--- src/rtl/spi_peripheral.sv ---
// SPI mode-0 responder (MSB first). Pins are oversampled through 2-FF
// synchronizers; received and transmitted words use level/strobe handshakes.
module spi_peripheral #(
    parameter int               WIDTH     = 8,
    parameter logic [WIDTH-1:0] IDLE_WORD = {WIDTH{1'b1}}
) (
    input  logic             clk,
    input  logic             reset,
    input  logic             spi_cs,
    input  logic             spi_clk,
    input  logic             spi_mosi,
    output logic             spi_miso,
    output logic             spi_miso_oe,
    output logic [WIDTH-1:0] rx_data,
    output logic             rx_valid,
    input  logic             rx_ack,
    output logic             rx_overrun,
    input  logic [WIDTH-1:0] tx_data,
    input  logic             tx_load,
    output logic             tx_empty,
    output logic             busy
);

    localparam int             CW       = $clog2(WIDTH) + 1;
    localparam logic [CW-1:0]  LAST_BIT = CW'(WIDTH - 1);
    localparam logic [CW-1:0]  CNT_ZERO = {CW{1'b0}};
    localparam logic [CW-1:0]  CNT_ONE  = {{(CW-1){1'b0}}, 1'b1};

    typedef enum logic [1:0] {
        ST_IDLE  = 2'd0,
        ST_LOAD  = 2'd1,
        ST_SHIFT = 2'd2
    } state_e;

    logic             cs_s1_q, cs_s2_q, cs_s3_q;
    logic             sclk_s1_q, sclk_s2_q, sclk_s3_q;
    logic             mosi_s1_q, mosi_s2_q;

    logic             cs_fall_s, cs_rise_s, sclk_rise_s, sclk_fall_s;
    logic [WIDTH-1:0] word_s;
    logic [WIDTH-1:0] load_word_s;

    state_e           state_q, state_d;
    logic [CW-1:0]    bit_count_q, bit_count_d;
    logic [WIDTH-2:0] shift_in_q, shift_in_d;
    logic [WIDTH-2:0] shift_out_q, shift_out_d;
    logic             reload_q, reload_d;
    logic             spi_miso_q, spi_miso_d;
    logic             miso_oe_q, miso_oe_d;
    logic [WIDTH-1:0] rx_data_q, rx_data_d;
    logic             rx_valid_q, rx_valid_d;
    logic             rx_overrun_q, rx_overrun_d;
    logic [WIDTH-1:0] tx_reg_q, tx_reg_d;
    logic             tx_empty_q, tx_empty_d;
    logic             busy_q, busy_d;

    // Pin synchronizers; the third stage on cs/sclk provides edge history.
    always_ff @(posedge clk or negedge reset) begin
        if (!reset) begin
            cs_s1_q   <= 1'b1;
            cs_s2_q   <= 1'b1;
            cs_s3_q   <= 1'b1;
            sclk_s1_q <= 1'b1;
            sclk_s2_q <= 1'b1;
            sclk_s3_q <= 1'b1;
            mosi_s1_q <= 1'b0;
            mosi_s2_q <= 1'b0;
        end else begin
            cs_s1_q   <= spi_cs;
            cs_s2_q   <= cs_s1_q;
            cs_s3_q   <= cs_s2_q;
            sclk_s1_q <= spi_clk;
            sclk_s2_q <= sclk_s1_q;
            sclk_s3_q <= sclk_s2_q;
            mosi_s1_q <= spi_mosi;
            mosi_s2_q <= mosi_s1_q;
        end
    end

    assign cs_fall_s   =  cs_s3_q   & ~cs_s2_q;
    assign cs_rise_s   = ~cs_s3_q   &  cs_s2_q;
    assign sclk_rise_s = ~sclk_s3_q &  sclk_s2_q;
    assign sclk_fall_s =  sclk_s3_q & ~sclk_s2_q;

    // Next-state logic for the frame FSM, shifters and both handshakes.
    always_comb begin
        state_d      = state_q;
        bit_count_d  = bit_count_q;
        shift_in_d   = shift_in_q;
        shift_out_d  = shift_out_q;
        reload_d     = reload_q;
        spi_miso_d   = spi_miso_q;
        miso_oe_d    = miso_oe_q;
        rx_data_d    = rx_data_q;
        rx_overrun_d = rx_overrun_q;
        tx_reg_d     = tx_reg_q;
        tx_empty_d   = tx_empty_q;
        busy_d       = ~cs_s2_q;
        word_s       = {shift_in_q, mosi_s2_q};
        load_word_s  = tx_empty_q ? IDLE_WORD : tx_reg_q;

        if (rx_ack) begin
            rx_valid_d = 1'b0;
        end else begin
            rx_valid_d = rx_valid_q;
        end

        case (state_q)
            ST_IDLE: begin
                spi_miso_d  = 1'b1;
                miso_oe_d   = 1'b0;
                bit_count_d = CNT_ZERO;
                reload_d    = 1'b0;
                if (cs_fall_s) begin
                    state_d = ST_LOAD;
                end else begin
                    state_d = ST_IDLE;
                end
            end
            ST_LOAD: begin
                if (cs_rise_s) begin
                    state_d    = ST_IDLE;
                    spi_miso_d = 1'b1;
                    miso_oe_d  = 1'b0;
                end else begin
                    state_d     = ST_SHIFT;
                    spi_miso_d  = load_word_s[WIDTH-1];
                    shift_out_d = load_word_s[WIDTH-2:0];
                    tx_empty_d  = 1'b1;
                    miso_oe_d   = 1'b1;
                    bit_count_d = CNT_ZERO;
                    reload_d    = 1'b0;
                end
            end
            ST_SHIFT: begin
                if (cs_rise_s) begin
                    // Partial word is dropped; rx_data keeps its last full word.
                    state_d     = ST_IDLE;
                    spi_miso_d  = 1'b1;
                    miso_oe_d   = 1'b0;
                    bit_count_d = CNT_ZERO;
                    reload_d    = 1'b0;
                end else if (sclk_rise_s) begin
                    shift_in_d = word_s[WIDTH-2:0];
                    if (bit_count_q == LAST_BIT) begin
                        rx_data_d    = word_s;
                        rx_valid_d   = 1'b1;
                        rx_overrun_d = rx_overrun_q | (rx_valid_q & ~rx_ack);
                        bit_count_d  = CNT_ZERO;
                        reload_d     = 1'b1;
                    end else begin
                        bit_count_d  = bit_count_q + CNT_ONE;
                    end
                end else if (sclk_fall_s) begin
                    if (reload_q) begin
                        spi_miso_d  = load_word_s[WIDTH-1];
                        shift_out_d = load_word_s[WIDTH-2:0];
                        tx_empty_d  = 1'b1;
                        reload_d    = 1'b0;
                    end else if (bit_count_q != CNT_ZERO) begin
                        spi_miso_d  = shift_out_q[WIDTH-2];
                        shift_out_d = {shift_out_q[WIDTH-3:0], 1'b0};
                    end else begin
                        shift_out_d = shift_out_q;
                    end
                end else begin
                    state_d = ST_SHIFT;
                end
            end
            default: begin
                state_d     = ST_IDLE;
                spi_miso_d  = 1'b1;
                miso_oe_d   = 1'b0;
                bit_count_d = CNT_ZERO;
                reload_d    = 1'b0;
            end
        endcase

        // A strobe in the same cycle as a load/reload stays pending for the next word.
        if (tx_load) begin
            tx_reg_d   = tx_data;
            tx_empty_d = 1'b0;
        end else begin
            tx_reg_d   = tx_reg_q;
        end
    end

    // State and output registers.
    always_ff @(posedge clk or negedge reset) begin
        if (!reset) begin
            state_q      <= ST_IDLE;
            bit_count_q  <= CNT_ZERO;
            shift_in_q   <= {(WIDTH-1){1'b0}};
            shift_out_q  <= {(WIDTH-1){1'b0}};
            reload_q     <= 1'b0;
            spi_miso_q   <= 1'b1;
            miso_oe_q    <= 1'b0;
            rx_data_q    <= {WIDTH{1'b0}};
            rx_valid_q   <= 1'b0;
            rx_overrun_q <= 1'b0;
            tx_reg_q     <= {WIDTH{1'b0}};
            tx_empty_q   <= 1'b1;
            busy_q       <= 1'b0;
        end else begin
            state_q      <= state_d;
            bit_count_q  <= bit_count_d;
            shift_in_q   <= shift_in_d;
            shift_out_q  <= shift_out_d;
            reload_q     <= reload_d;
            spi_miso_q   <= spi_miso_d;
            miso_oe_q    <= miso_oe_d;
            rx_data_q    <= rx_data_d;
            rx_valid_q   <= rx_valid_d;
            rx_overrun_q <= rx_overrun_d;
            tx_reg_q     <= tx_reg_d;
            tx_empty_q   <= tx_empty_d;
            busy_q       <= busy_d;
        end
    end

    assign spi_miso    = spi_miso_q;
    assign spi_miso_oe = miso_oe_q;
    assign rx_data     = rx_data_q;
    assign rx_valid    = rx_valid_q;
    assign rx_overrun  = rx_overrun_q;
    assign tx_empty    = tx_empty_q;
    assign busy        = busy_q;

endmodule
--- config.mk ---
export PLATFORM = sky130hd
export DESIGN_NAME = spi_peripheral
export DESIGN_NICKNAME = d
export VERILOG_FILES = /design/src/rtl/spi_peripheral.sv
export SDC_FILE = /design/constraint.sdc
export NUM_CORES = 1
export LEC_CHECK = 0
export CORE_MARGIN = 5
export CORE_UTILIZATION = 51
export DETAILED_ROUTE_END_ITERATION = 6
export GPL_TIMING_DRIVEN = 0
export HOLD_SLACK_MARGIN = 0.15
export PLACE_DENSITY_LB_ADDON = 0.25
export SYNTH_ARGS = -nofsm -noshare
export SYNTH_HDL_FRONTEND = slang
export SYNTH_SLANG_ARGS = --single-unit
--- constraint.sdc ---
create_clock -name clk -period 3.5 [get_ports clk]
set_input_delay 0.7 -clock clk [delete_from_list [all_inputs] [get_ports clk]]
set_output_delay 0.7 -clock clk [all_outputs]
set_load 0.01 [all_outputs]
==> results by stage, run 1 <==
Run status:
- The run finished with clean final reports.

Drt:
- The routed length per placed instance is 15.2 um.
- The number of nets with antenna violations after detailed routing is 0.
- The routed layout has 1,419 vias.
- For this block, the initial DRC count from the detailed router was 60.
- The final wirelength is 4.02 mm.
- The first detailed-routing pass took 4 iterations.
- The average vias per placed instance is 5.38.
- For this run, design rule violations remaining after detail routing come to 0.

Placement:
- Detailed placement finished with a half-perimeter wire length of 2.98 mm.
- The port buffer count is 27.
- The placer's final routability congestion estimate is 0.786.
- Before CTS, the worst setup slack after placement is 1.15 ns.

Power and ir drop:
- The maximum vdd ir drop is 353 uV.
- Combinational cells account for 28.6% of the total power.
- The clock network is responsible for 21.9% of the overall power.
- The overall power of the completed layout is 1.55 mW.
- The power per unit of standard cell area is 585 nW/um^2.
- The static leakage power is 1.18 nW.
- The net switching power figure is 481 uW.
- The internal power component is 1.07 mW.
- In this run switching power makes up 31.0% of total power.
- In this run, flip-flops and latches consume 49.5% of the power.

Yosys:
- The async set-reset flop share out of synthesis is 100%.
- Counting flops with a built-in enable in the synthesized netlist gives 0.
- The most used flip-flop cell after synthesis is sky130_fd_sc_hd__dfrtp_1.
- Ranked by total cell area, the synthesized netlist is headed by sky130_fd_sc_hd__dfrtp_1 (49%), sky130_fd_sc_hd__mux2_2 (15%), sky130_fd_sc_hd__dfstp_2 (9.5%), sky130_fd_sc_hd__ha_1 (4.0%), sky130_fd_sc_hd__nor2_1 (2.5%).
- The area of the mapped netlist is 2210 sq um.
- Synthesis produced a netlist with a net count of 198.
- The number of standard cells after synthesis is 176.
- The average footprint of a synthesized cell is 12.6 sq um.
- The proportion of netlist area held by the largest area contributor is 48.7%.
- For this run, the register share of the synthesized area comes to 58.2%.
- The library cell with the largest summed area after synthesis is sky130_fd_sc_hd__dfrtp_1.
- The most common cell in the synthesized netlist is sky130_fd_sc_hd__dfrtp_1.
- The number of flip-flops and latches in the synthesized netlist is 51.
- Synthesis instantiated 32 different standard cells from the library.
- The yosys synthesis warning count is 0.
- By count the netlist is led by sky130_fd_sc_hd__dfrtp_1 (43), sky130_fd_sc_hd__mux2_2 (30), sky130_fd_sc_hd__nor2_1 (15).

Finish:
- In the final layout, the share of cells above drive strength 1 is 25.0%.
- Relative to the synthesized area, the layout overhead comes to 20.0%.
- 0 antenna diodes ended up in the layout.
- The core occupancy in the finished layout is 62.2%.
- The final layout contains 233 nets.

Clocking:
- Clock-pin slew was measured on the worst setup and hold paths at 0.09 ns.
- The number of clock sinks is 51.
- The clock latency at the later pin of the worst-skew pair is 0.30 ns.
- Buffers inserted during clock tree synthesis total 5.
- The clock tree from TritonCTS is done.
- The number of buffers inserted by post-CTS setup repair is 0.
- The root cell of the clock tree is sky130_fd_sc_hd__clkbuf_8.
- The post-cts repair resize count is 0.
- The number of buffers between clock root and the deepest sink is 2.
- The H-tree depth is 2.
- After clock tree synthesis, the flow added hold-fix buffers numbering 0.

Worst setup path:
- STA classifies the critical path endpoint as a flip-flop.
- The delay of the slowest cell on the worst path is 0.62 ns.
- The slowest stage of the critical path is the sky130_fd_sc_hd__a2111oi_4 cell.
- The buffering stage count on the worst path with inverters included is 2.
- The cell family with the largest share of critical-path delay is compound AO/OA/AOI/OAI gates.
- The kind of launch point of the worst setup path is a flip-flop.
- The critical path in this run is classified as flip-flop to flip-flop.
- The data arrival time of the critical path is 2.57 ns.
- The top fanout value on the critical path is 9.
- The critical path required time is 3.69 ns.
- The signal on the critical path passes through inv_1 -> ha_1 -> buf_6 -> and2b_4 -> and3_4 -> a2111oi_4 -> mux2_2.

STA:
- The max-slew violation count is 0.
- The post-route fraction of the period consumed by the critical path is 68.1%.
- Subtracting the final worst setup slack from the clock period gives 2.38 ns.
- The setup clock skew after layout is 0.00830 ns.
- The tightest slew margin relative to the limit is 42.3%.
- Setup violations remaining at the end of the flow were counted as 0.
- The final-report hold violation count is 0.
- Setup repair after global routing left no endpoint under its margin.
- Static timing analysis puts the maximum clock frequency at 0.420 GHz.
- The transition at the pin with the smallest max-transition slack is 0.858 ns.
- The worst path meets setup with 1.12 ns of slack.
- The aggregate negative setup slack is 0 ns.

Floorplan:
- 29 I/O pins were placed.
- Once the floorplan was initialized, standard cells occupied 51.8% of the core.
- The region available for standard cell placement spans 4260 sq um.
- The number of rows in the core area is 24.
- The height of the die is 75.8 um.
- The width of the die is 75.8 um.
- The floorplan step defined a die boundary enclosing 5750 sq um.

Global route:
- Across every metal layer, demand over resource in global routing totals 15.6%.
- Entering global routing, the biggest net connects 37 pins.
- The global routing met1 resource utilization is 19.3%.
- The layer flagged by global routing as most heavily used is met2.
- The initial antenna violation count is 0.
- Global routing finished with a remaining overflow of 0.
- The first global-routing pass estimated 6.65 mm of wire.
- The number of global-route vias before repair was 1,495.
- The fraction of met3 tracks used by global routing is 3.96%.
- For met2 alone, demand over resource in global routing was 25.7%.

Hold path:
- The kind of path behind the tightest hold check is input pin to asynchronous set/reset pin.

Flow run:
- Max-cap violations in this run came to 0.
[cells in the final DEF (no fill, tap or decap), drive strengths merged, types with 2 or more instances in the layout]
cell type	n
o21ai	9
buf	3
nand3	8
ha	7
dfstp	8
clkbuf	10
clkdlybuf4s50	26
dfrtp	43
nor2b	2
inv	10
nand2	10
nand3b	4
nor2	15
nand2b	4
a21oi	2
mux2	30
mux2i	4
clkinvlp	2
[per-stage QoR]
stage | std cells | hold slack, ns | area, sq um
after detailed placement | 256 | 0.340 | 2560
after global routing | 264 | 0.332 | 2650
final | 264 | 0.308 | 2650
after CTS | 264 | 0.314 | 2650
after global placement | 255 | 0.340 | 2540
after floorplan | 176 | 0.331 | 2210
[path summary, 6_finish.rpt]
| kind | start | to | slack, ns | cells past startpoint |
|---|---|---|---|---|
| max | state_q[0] | shift_out_q[2] | 1.12 | 7 |
| min | reset | busy | 0.31 | 1 |
| max reg2reg | state_q[0] | shift_out_q[2] | 1.12 | 7 |
| min reg2reg | mosi_s1_q | mosi_s2_q | 0.36 | 0 |
| max in group asynchronous | reset | cs_s1_q | 2.61 | 2 |
| min in group clk | mosi_s1_q | mosi_s2_q | 0.36 | 0 |
[flip-flops by register name, indices dropped and copies added (netlist names), 2 cells and up]
signal	count
bit_count_q	4
rx_data	8
shift_in_q	7
state_q	2
tx_reg_q	8
shift_out_q	7
[cell type report]
cell class / instances / area, sq um
Clock inverter: 3 / 23.8
Sequential cell: 51 / 1290
Multi-Input combinational cell: 110 / 860
Clock buffer: 5 / 68.8
Timing Repair Buffer: 28 / 285
Inverter: 9 / 33.8
Tap cell: 52 / 65.1
Buffer: 6 / 30.0
Fill cell: 351 / 1610
[cells by family after synthesis]
kind of cell               count (synthesis)  share of synthesized area, %
AOI/OAI and AO/OA                         20                          6.46
muxes                                     34                          17.1
and+or+nand+nor                           49                          11.4
adders and majority gates                  7                          3.96
DFF                                       51                          58.2
buffers and inverters                     15                          2.89
[power groups by stage]
stage	sequential, mW	clock (mW)	combinational (mW)
after floorplan	0.766	0	0.316
after global placement	0.769	0	0.423
after detailed placement	0.781	0	0.443
after CTS	0.769	0.352	0.448
after global routing	0.782	0.373	0.492
final	0.768	0.340	0.443
[routing by layer]
layer  vias up  part of all wire (%)
met1       705                    42
met5         -                     0
li1        673                     -
met3         8                   3.8
met4         0                   1.4
met2        33                    53
Note: power is estimated with default switching activity, not from simulation.
==> run 2, diff against run 1 <==
Clock period 3.5 ns to 2.32 ns, I/O delays scaled along.
==> results by stage, run 2 (same netlist as run 1, synthesis figures left out) <==
Run status:
- The flow ran to the end, and the final reports show no timing, DRC or antenna violations.

Worst setup path:
- The data arrival time of the critical path came to 2.36 ns (-0.21 ns).
- The critical path goes through inv_1 -> ha_1 -> buf_6 -> and2b_4 -> and3_4 -> a2111oi_4 -> buf_4 -> mux2_2.
- The top fanout value on the critical path is 9 (unchanged).
- The number of gates on the worst path with buffers counted is 8 (+1).
- The startpoint of the worst-slack reg-to-reg timing path is state_q[0].
- The worst flop-to-flop path endpoint is shift_out_q[2].
- The delay of the slowest cell on the worst path is 0.40 ns (-0.22 ns).
- The critical path required time was 2.51 ns (-1.18 ns).
- The cell count of the worst reg-to-reg path is 8 (+1).
- The buffering stage count on the worst path with inverters included is 3 (+1).
- The kind of launch point of the worst setup path is a flip-flop.
- The cell family with the largest share of critical-path delay is buffers and inverters.
- The setup slack of the worst register-to-register path is 0.14 ns (-0.98 ns).
- The path type of the worst setup path is flip-flop to flip-flop.
- The worst setup path is captured at a flip-flop.
- The highest-delay cell along the critical path is sky130_fd_sc_hd__dfrtp_1.

Drt:
- The routed length per placed instance is 15.5 um (+1.7%).
- The number of DRC markers after the initial detailed-route iteration is 92 (+53%).
- The number of nets with antenna violations after detailed routing came to 0 (unchanged).
- The post-route DRC violation count came to 0 (unchanged).
- The final wirelength is 4.12 mm (+2.5%).
- The vias after detailed routing is 1,444 (+1.8%).
- The average vias per placed instance was 5.43 (+1.0%).
- The number of iterations in the first detailed-routing pass is 5 (+1).

STA:
- The max-slew violation count came to 0 (unchanged).
- The clock period minus final worst setup slack is 2.18 ns (-0.204 ns).
- The transition at the pin with the smallest max-transition slack is 0.870 ns (+0.0113 ns).
- The setup clock skew after layout is 0.00847 ns (+0.000171 ns).
- The tightest slew margin relative to the limit is 41.5% (-0.76 points).
- The post-route fraction of the period consumed by the critical path is 93.9% (+26 points).
- The maximum clock rate came to 0.459 GHz (+9.4%).
- The setup violation total in the final timing report is 0 (unchanged).
- The final-report hold violation count is 0 (unchanged).
- Setup repair after global routing left no endpoint under its margin.

Floorplan:
- The number of rows in the core area is 24 (unchanged).
- The starting density of the core is 51.8% (unchanged).
- The die area is 5750 sq um (unchanged).
- The floorplan core area is 4260 sq um (unchanged).
- The width of the die was 75.8 um (unchanged).
- The boundary pin count was 29 (unchanged).
- The height of the die is 75.8 um (unchanged).

Flow run:
- The number of max-capacitance violations reported is 0 (unchanged).

Hold path:
- Counting instances, the worst hold path has a depth of 0.
- The min-delay analysis places its worst path in the category flip-flop to flip-flop.
- The path with the worst hold slack has its endpoint at mosi_s2_q.
- The worst hold path startpoint is mosi_s1_q.

Clocking:
- The number of clock sinks is 51 (unchanged).
- The number of buffers between clock root and the deepest sink is 2 (unchanged).
- The clock-pin slew on the worst setup and hold paths was 0.09 ns (about the same).
- The H-tree depth is 2 (unchanged).
- The post-cts repair resize count came to 0 (unchanged).
- The root cell of the clock tree is sky130_fd_sc_hd__clkbuf_8.
- The clock tree from TritonCTS is done.
- The number of buffers created by CTS is 5 (unchanged).
- The clock latency at the later pin of the worst-skew pair is 0.30 ns (about the same).

Global route:
- The initial antenna violation count is 0 (unchanged).
- The first-pass GRT wire length is 6.69 mm (+0.63%).
- The total global routing track utilization is 15.6% (+0.083 points).
- The maximum number of pins on one net before global-route repair came to 37 (unchanged).
- The overall overflow remaining after global route is 0 (unchanged).
- The number of global-route vias before repair is 1,508 (+0.87%).

Power and ir drop:
- The internal power component is 1.63 mW (+52%).
- The static leakage power is 1.19 nW (+0.79%).
- The fraction of power consumed by the clock network is 21.8% (about the same).
- The power per unit of standard cell area is 884 nW/um^2 (+51%).
- The fraction of power consumed by sequential logic was 49.2% (-0.3 points).
- The switching part of the total is 31.1% (+0.10 points).
- The maximum vdd ir drop came to 533 uV (+51%).
- The combinational cell fraction of total power is 29.0% (+0.4 points).
- The net switching power figure is 734 uW (+53%).
- The overall power of the completed layout is 2.36 mW (+52%).

Finish:
- The number of antenna diodes is 0 (unchanged).
- The ratio of cells with drive above 1 in the final layout came to 25.2% (+0.23 points).
- The number of nets in the final layout is 235 (+0.86%).
- The layout overhead on the synthesized area is 20.8%.
- The core occupancy in the finished layout was 62.6% (+0.41 points).
- The layout filler cell count came to 347 (-1.1%).
- The library cell used most frequently in the layout, excluding fill and tap cells, is sky130_fd_sc_hd__dfrtp_1.
- In the layout the commonest cells are sky130_fd_sc_hd__dfrtp_1 (43), sky130_fd_sc_hd__mux2_2 (30), sky130_fd_sc_hd__clkdlybuf4s50_1 (26).

Placement:
- The placer's final routability congestion estimate is 0.786 (unchanged).
- The HPWL reported at the end of detailed placement is 2.98 mm (unchanged).
- The port buffer count came to 27 (unchanged).
==> run 2: cell types whose count changed in the layout (fill, tap and decap cells not counted), sizes merged <==
cell	before	now
buf	3	4
dlygate4sd3	0	1
==> run 2: power by group through the flow <==
stage / Sequential [mW] / Clock, mW / Combinational (mW)
after floorplan: 1.16 / 0 / 0.477
after global placement: 1.16 / 0 / 0.638
after detailed placement: 1.18 / 0 / 0.668
after CTS: 1.16 / 0.531 / 0.688
after global routing: 1.18 / 0.563 / 0.755
final: 1.16 / 0.515 / 0.683
==> run 2: worst max path at each step <==
stage,from,endpoint,slack (ns)
after floorplan,state_q[0],shift_out_q[0],0.21
after global placement,reset,rx_data[4],-0.57
after detailed placement,state_q[0],shift_out_q[4],-0.03
after CTS,state_q[0],shift_out_q[2],0.15
after global routing,state_q[0],shift_out_q[2],0.05
final,state_q[0],shift_out_q[2],0.14
==> run 2: layout make-up <==
cell class / instances / area, sq um / area share (%)
plain buffers: 6 / 30.0 / 1.12
clock buffers: 5 / 68.8 / 2.58
clock inverters: 3 / 23.8 / 0.890
inverters: 9 / 33.8 / 1.27
multi-input cells: 110 / 860 / 32.2
flip-flops and latches: 51 / 1290 / 48.2
well taps: 52 / 65.1 / 2.44
repair buffers: 30 / 303 / 11.3
==> run 2: timing repair <==
| action | in CTS | in global routing |
|---|---|---|
| setup endpoints to repair | 7 | 0 |
| hold endpoints to repair | 14 | 0 |
| hold buffers | 1 | 0 |
| setup buffers | 1 | 0 |
==> run 2: metrics by stage <==
stage / setup WS (ns) / cell area, sq um / hold WS (ns) / setup TNS [ns] / cells
after floorplan: 0.210 / 2210 / 0.168 / 0 / 176
after global placement: -0.571 / 2540 / 0.340 / -24.98 / 255
after detailed placement: -0.0315 / 2560 / 0.340 / -0.166 / 256
after CTS: 0.147 / 2670 / 0.361 / 0 / 266
after global routing: 0.0498 / 2670 / 0.370 / 0 / 266
final: 0.141 / 2670 / 0.358 / 0 / 266
==> run 2: worst register-to-register path, cell delays in order (launching register included) <==
cell	delay (ns)
sky130_fd_sc_hd__dfrtp_1	0.40
sky130_fd_sc_hd__inv_1	0.10
sky130_fd_sc_hd__ha_1	0.21
sky130_fd_sc_hd__buf_6	0.14
sky130_fd_sc_hd__and2b_4	0.20
sky130_fd_sc_hd__and3_4	0.18
sky130_fd_sc_hd__a2111oi_4	0.25
sky130_fd_sc_hd__buf_4	0.22
sky130_fd_sc_hd__mux2_2	0.35
==> run 2: per-layer routing <==
layer | global-route usage (%) | vias to the layer above | part of all wire, %
met1 | 19.3 | 730 | 43
li1 | - | 678 | -
met5 | 0 | - | 0
met2 | 26.0 | 28 | 52
met3 | 3.96 | 8 | 3.1
met4 | 6.60 | 0 | 1.5
==> run 3, diff against run 2 <==
Settings changed: CORE_UTILIZATION 51 to 45, SETUP_SLACK_MARGIN set to 0.2.
==> results by stage, run 3 (same netlist as run 1, synthesis figures left out) <==
Floorplan:
- The height of the die is 80.1 um (+5.6%).
- The starting density of the core is 46.5% (-5.3 points).
- The width of the die came to 80.1 um (+5.6%).
- The boundary pin count was 29 (unchanged).
- The die area is 6410 sq um (+12%).
- The number of rows in the core area is 25 (+4.2%).
- The floorplan core area is 4750 sq um (+12%).

Run status:
- The run finished with clean final reports.

STA:
- The setup clock skew after layout is 0.00709 ns (-0.00138 ns).
- The clock period minus final worst setup slack is 2.05 ns (-0.124 ns).
- The final-report hold violation count is 0 (unchanged).
- The setup violation total in the final timing report is 0 (unchanged).
- The transition at the pin with the smallest max-transition slack is 0.521 ns (-0.349 ns).
- The post-route fraction of the period consumed by the critical path is 88.6% (-5.3 points).
- The tightest slew margin relative to the limit is 65.0% (+24 points).
- The maximum clock rate came to 0.487 GHz (+6.0%).
- The max-slew violation count was 0 (unchanged).
- The worst setup slack after layout is 0.265 ns (+0.124 ns).
- Setup repair after global routing left no endpoint under its margin.

Drt:
- The average vias per placed instance is 4.91 (-9.5%).
- The number of DRC markers after the initial detailed-route iteration is 77 (-16%).
- The vias after detailed routing came to 1,410 (-2.4%).
- The final wirelength came to 3.82 mm (-7.2%).
- The number of nets with antenna violations after detailed routing is 0 (unchanged).
- The number of iterations in the first detailed-routing pass came to 4 (-1).
- The routed length per placed instance is 13.3 um (-14%).
- The post-route DRC violation count is 0 (unchanged).

Worst setup path:
- The data arrival time of the critical path is 2.24 ns (-0.12 ns).
- The worst setup path is of the flip-flop to flip-flop kind.
- The kind of launch point of the worst setup path is a flip-flop.
- The critical path goes through ha_1 -> buf_6 -> and2b_4 -> and3_4 -> a2111oi_4 -> buf_4 -> mux2_2.
- Grouping stages by cell kind, the critical path spends the most delay in flip-flops.
- The top fanout value on the critical path is 9 (unchanged).
- The kind of end point of the critical path is a flip-flop.
- The slowest stage of the critical path belongs to the cell sky130_fd_sc_hd__dfrtp_1.
- The delay of the slowest cell on the worst path is 0.43 ns (+0.03 ns).
- The buffering stage count on the worst path with inverters included is 2 (-1).
- The critical path required time was 2.51 ns (about the same).

Clocking:
- The number of buffers between clock root and the deepest sink is 2 (unchanged).
- The clock tree from TritonCTS is done.
- The H-tree depth is 2 (unchanged).
- The clock latency at the later pin of the worst-skew pair is 0.30 ns (about the same).
- The tree is rooted in a sky130_fd_sc_hd__clkbuf_8.
- The clock-pin slew on the worst setup and hold paths was 0.09 ns (about the same).
- The number of clock sinks came to 51 (unchanged).
- The number of buffers created by CTS is 5 (unchanged).

Global route:
- The maximum number of pins on one net before global-route repair is 31 (-16%).
- The first-pass GRT wire length was 6.89 mm (+2.9%).
- The initial antenna violation count came to 0 (unchanged).
- The number of global-route vias before repair was 1,524 (+1.1%).
- The overall overflow remaining after global route is 0 (unchanged).
- The total global routing track utilization was 13.7% (-1.9 points).

Finish:
- The ratio of cells with drive above 1 in the final layout came to 28.2% (+2.9 points).
- The layout overhead on the synthesized area is 25.4%.
- The leading cell type in the layout, fill and taps excluded is sky130_fd_sc_hd__dfrtp_1.
- The number of antenna diodes is 0 (unchanged).
- Leaving out fill and tap cells, the most frequent cells in the layout are sky130_fd_sc_hd__dfrtp_1 (43), sky130_fd_sc_hd__mux2_2 (30), sky130_fd_sc_hd__clkdlybuf4s50_1 (26).
- The layout filler cell count is 410 (+18%).
- The core occupancy in the finished layout is 58.3% (-4.3 points).
- The number of nets in the final layout is 241 (+2.6%).

Placement:
- The placer's final routability congestion estimate is 0.755 (-4.0%).
- The post-place setup slack was 0.00510 ns (+0.0366 ns).
- The port buffer count is 27 (unchanged).
- The HPWL reported at the end of detailed placement is 2.83 mm (-5.2%).

Power and ir drop:
- The power per unit of standard cell area is 900 nW/um^2 (+1.8%).
- The static leakage power is 1.25 nW (+5.4%).
- The maximum vdd ir drop came to 526 uV (-1.3%).
- The overall power of the completed layout is 2.49 mW (+5.7%).

Flow run:
- The number of max-capacitance violations reported is 0 (unchanged).

Hold path:
- The kind of path behind the tightest hold check is flip-flop to flip-flop.
-- run 3: path summary, 6_finish.rpt --
kind | from | end | slack [ns] | cells after the start
max in group asynchronous | reset | sclk_s2_q | 1.05 | 3
worst min-delay path | sclk_s1_q | sclk_s2_q | 0.36 | 0
worst max register to register | state_q[1] | shift_out_q[4] | 0.27 | 7
worst max-delay path | state_q[1] | shift_out_q[4] | 0.27 | 7
min in group asynchronous | reset | bit_count_q[3] | 0.67 | 2
worst min register to register | sclk_s1_q | sclk_s2_q | 0.36 | 0
-- run 3: repair_timing --
action,4_1_cts,5_1_grt
hold buffers,1,0
pin swaps,1,0
endpoints found under the hold margin,21,0
resized for setup,0,3
setup endpoints to repair,7,17
buffers inserted,2,5
-- run 3: report_power, final --
group	internal (mW)	leakage, nW	switching, mW	total (mW)
combinational	0.391	0.557	0.331	0.722
sequential	1.06	0.638	0.0965	1.16
clock	0.327	0.0587	0.289	0.616
total	1.78	1.25	0.716	2.49
-- run 3: metrics by stage --
stage	cells	TNS [ns]	hold slack, ns	instance area (sq um)
after global routing	287	0	0.367	2770
after detailed placement	271	0	0.349	2580
after global placement	270	-25.66	0.339	2560
final	287	0	0.361	2770
after floorplan	176	0	0.168	2210
after CTS	282	0	0.363	2720
-- run 3: per-layer routing --
layer	share of wire, %	track usage [%]	vias up
met5	0	0	-
met4	2.5	6.08	0
met3	3.1	3.92	11
met2	51	22.8	20
met1	43	16.4	696
li1	-	-	683
-- run 3: area by class of cell --
type / count / area [sq um] / share of cell area (%)
flip-flops and latches: 51 / 1290 / 46.4
well taps: 67 / 83.8 / 3.02
clock inverters: 3 / 47.5 / 1.72
repair buffers: 36 / 348 / 12.6
clock buffers: 5 / 68.8 / 2.48
plain buffers: 6 / 30.0 / 1.08
inverters: 9 / 33.8 / 1.22
multi-input cells: 110 / 873 / 31.5
==> RTL change, RTL diff (flow settings as in run 1) <==
Set the parameter `WIDTH` to 16 (it was 8).
--- a/src/rtl/spi_peripheral.sv
+++ b/src/rtl/spi_peripheral.sv
@@ -1,7 +1,7 @@
 // SPI mode-0 responder (MSB first). Pins are oversampled through 2-FF
 // synchronizers; received and transmitted words use level/strobe handshakes.
 module spi_peripheral #(
-    parameter int               WIDTH     = 8,
+    parameter int               WIDTH     = 16,
     parameter logic [WIDTH-1:0] IDLE_WORD = {WIDTH{1'b1}}
 ) (
     input  logic             clk,
Interface: changed (resized rx_data and tx_data); port bits go from 29 to 45. No check against the original RTL was run, so the function may have changed too.
==> RTL change against run 1 <==
Synthesized cell count increased by 54%. Die area increased by 52%. Total power increased by 65%. Sequential share of layout area increased by 0.099 points. Sequential cell count increased by 33. Hold slack got worse by 0.073 ns. Routed wire length increased by 54%. Non-clock buffer count increased by 23. Final area increased by 64%. Area after synthesis increased by 61%. Cell count increased by 62%. Count of clock-buffer cells in the layout increased by 5. Worst setup slack improved by 0.25 ns. Clock skew increased by 0.0068 ns.
==> RTL change: results (changes against run 1) <==
INFO  metric status = finished clean (unchanged)
INFO  metric relSlewSlack = 54.1% (was 42.3%)
INFO  metric worst-path-max-fanout = 10 (was 9)
INFO  metric drt_iter0_markers = 74 (was 60)
INFO  metric placement.io_buffers = 43 (was 27)
INFO  metric fill_cells = 543 (was 351)
INFO  metric synth.cells.most_frequent = sky130_fd_sc_hd__dfrtp_1 (76), sky130_fd_sc_hd__mux2_2 (54), sky130_fd_sc_hd__nand2_1 (26) (was sky130_fd_sc_hd__dfrtp_1 (43), sky130_fd_sc_hd__mux2_2 (30), sky130_fd_sc_hd__nor2_1 (15))
INFO  metric cell_with_the_largest_stage_delay_on_the_worst_path = sky130_fd_sc_hd__dfrtp_1 (was sky130_fd_sc_hd__a2111oi_4)
INFO  metric track_usage = 15.7% (was 15.6%)
INFO  metric netlist_top_cells_area = sky130_fd_sc_hd__dfrtp_1 (53%), sky130_fd_sc_hd__mux2_2 (17%), sky130_fd_sc_hd__dfstp_2 (5.9%), sky130_fd_sc_hd__mux2_4 (3.0%), sky130_fd_sc_hd__nand2_1 (2.7%) (was sky130_fd_sc_hd__dfrtp_1 (49%), sky130_fd_sc_hd__mux2_2 (15%), sky130_fd_sc_hd__dfstp_2 (9.5%), sky130_fd_sc_hd__ha_1 (4.0%), sky130_fd_sc_hd__nor2_1 (2.5%))
INFO  metric area.sequential = 0.00211 mm2 (was 0.00129 mm2)
INFO  metric num_vias = 2204 (was 1419)
INFO  metric fin_worst_skew = 0.0151 ns (was 0.00830 ns)
INFO  metric dp_hpwl = 4.26 mm (was 2.98 mm)
INFO  metric arrival = 2.37 ns (was 2.57 ns)
INFO  metric timing.critical_path.slowest_cell_delay = 0.41 ns (was 0.62 ns)
INFO  metric finish.net_count = 355 (was 233)
INFO  metric post_layout_nonfiller_instances = 427 (was 264)
INFO  metric detail_route.wl_per_cell = 14.5 um (was 15.2 um)
INFO  metric grt_first_pass_wirelength = 10.6 mm (was 6.65 mm)
INFO  metric static-leakage-power = 1.97 nW (was 1.18 nW)
INFO  metric gp_congestion = 0.797 (was 0.786)
INFO  metric first_global_vias = 2287 (was 1495)
INFO  metric placed_area = 0.00414 mm2 (was 0.00256 mm2)
INFO  metric p_sw_share = 29.2% (was 31.0%)
INFO  metric post_route_cells_drive_above_1_share = 29.3% (was 25.0%)
INFO  metric synthesis.nets = 300 (was 198)
INFO  metric dp.cells = 411 (was 256)
INFO  metric numCtsBuffers = 9 (was 5)
INFO  metric ys_seq_area_share = 59.3% (was 58.2%)
==> RTL change: logic make-up (layout without fill, tap and decap cells) <==
kind of cell | count (synthesis) | count (layout) | synth area share [%]
compound gates | 33 | 33 | 6.04
fa+ha+maj | 6 | 6 | 2.11
buf+inv | 20 | 80 | 2.95
flops | 84 | 84 | 59.3
mux | 63 | 63 | 20.6
simple gates | 65 | 65 | 9.03
==> RTL change: routing by layer <==
metal	share of wire, %	up-vias	track usage [%]
li1	-	1037	-
met1	46	1118	20.5
met2	48	39	24.5
met3	4.0	10	4.51
met4	1.8	0	6.38
met5	0	-	0
==> RTL change: final cells by class <==
| type | instances | share of cell area (%) |
|---|---|---|
| tap | 96 | 2.76 |
| buffer | 13 | 1.81 |
| timing repair buffer | 44 | 10.5 |
| clock buffer | 10 | 3.17 |
| sequential | 84 | 48.6 |
| inverter | 7 | 0.604 |
| multi-input combinational | 167 | 30.9 |
| clock inverter | 6 | 1.64 |
==> RTL change: power by group through the flow <==
| stage | registers, W | clock network (W) | logic [W] |
|---|---|---|---|
| finish | 0.00123 | 0.000715 | 0.000611 |
| global route | 0.00125 | 0.000784 | 0.000688 |
| CTS | 0.00123 | 0.000732 | 0.000622 |
| detailed placement | 0.00125 | 0 | 0.000618 |
| global placement | 0.00124 | 0 | 0.000587 |
| floorplan | 0.00123 | 0 | 0.000441 |
==> RTL change: path summary, 6_finish.rpt <==
kind	from	cells past startpoint	end	slack (ns)
max	state_q[0]	8	shift_out_q[13]	1.37
min	reset	1	tx_reg_q[6]	0.24
max reg2reg	state_q[0]	8	shift_out_q[13]	1.37
min reg2reg	mosi_s1_q	0	mosi_s2_q	0.35
max in group asynchronous	reset	2	tx_empty	2.60
min in group clk	mosi_s1_q	0	mosi_s2_q	0.35
==> RTL change: metrics by stage <==
stage	setup TNS (ns)	setup slack, ns
detailed placement	0	1.36
global placement	-99.49	-1.28
global route	0	1.22
floorplan	0	1.55
CTS	0	1.35
finish	0	1.37
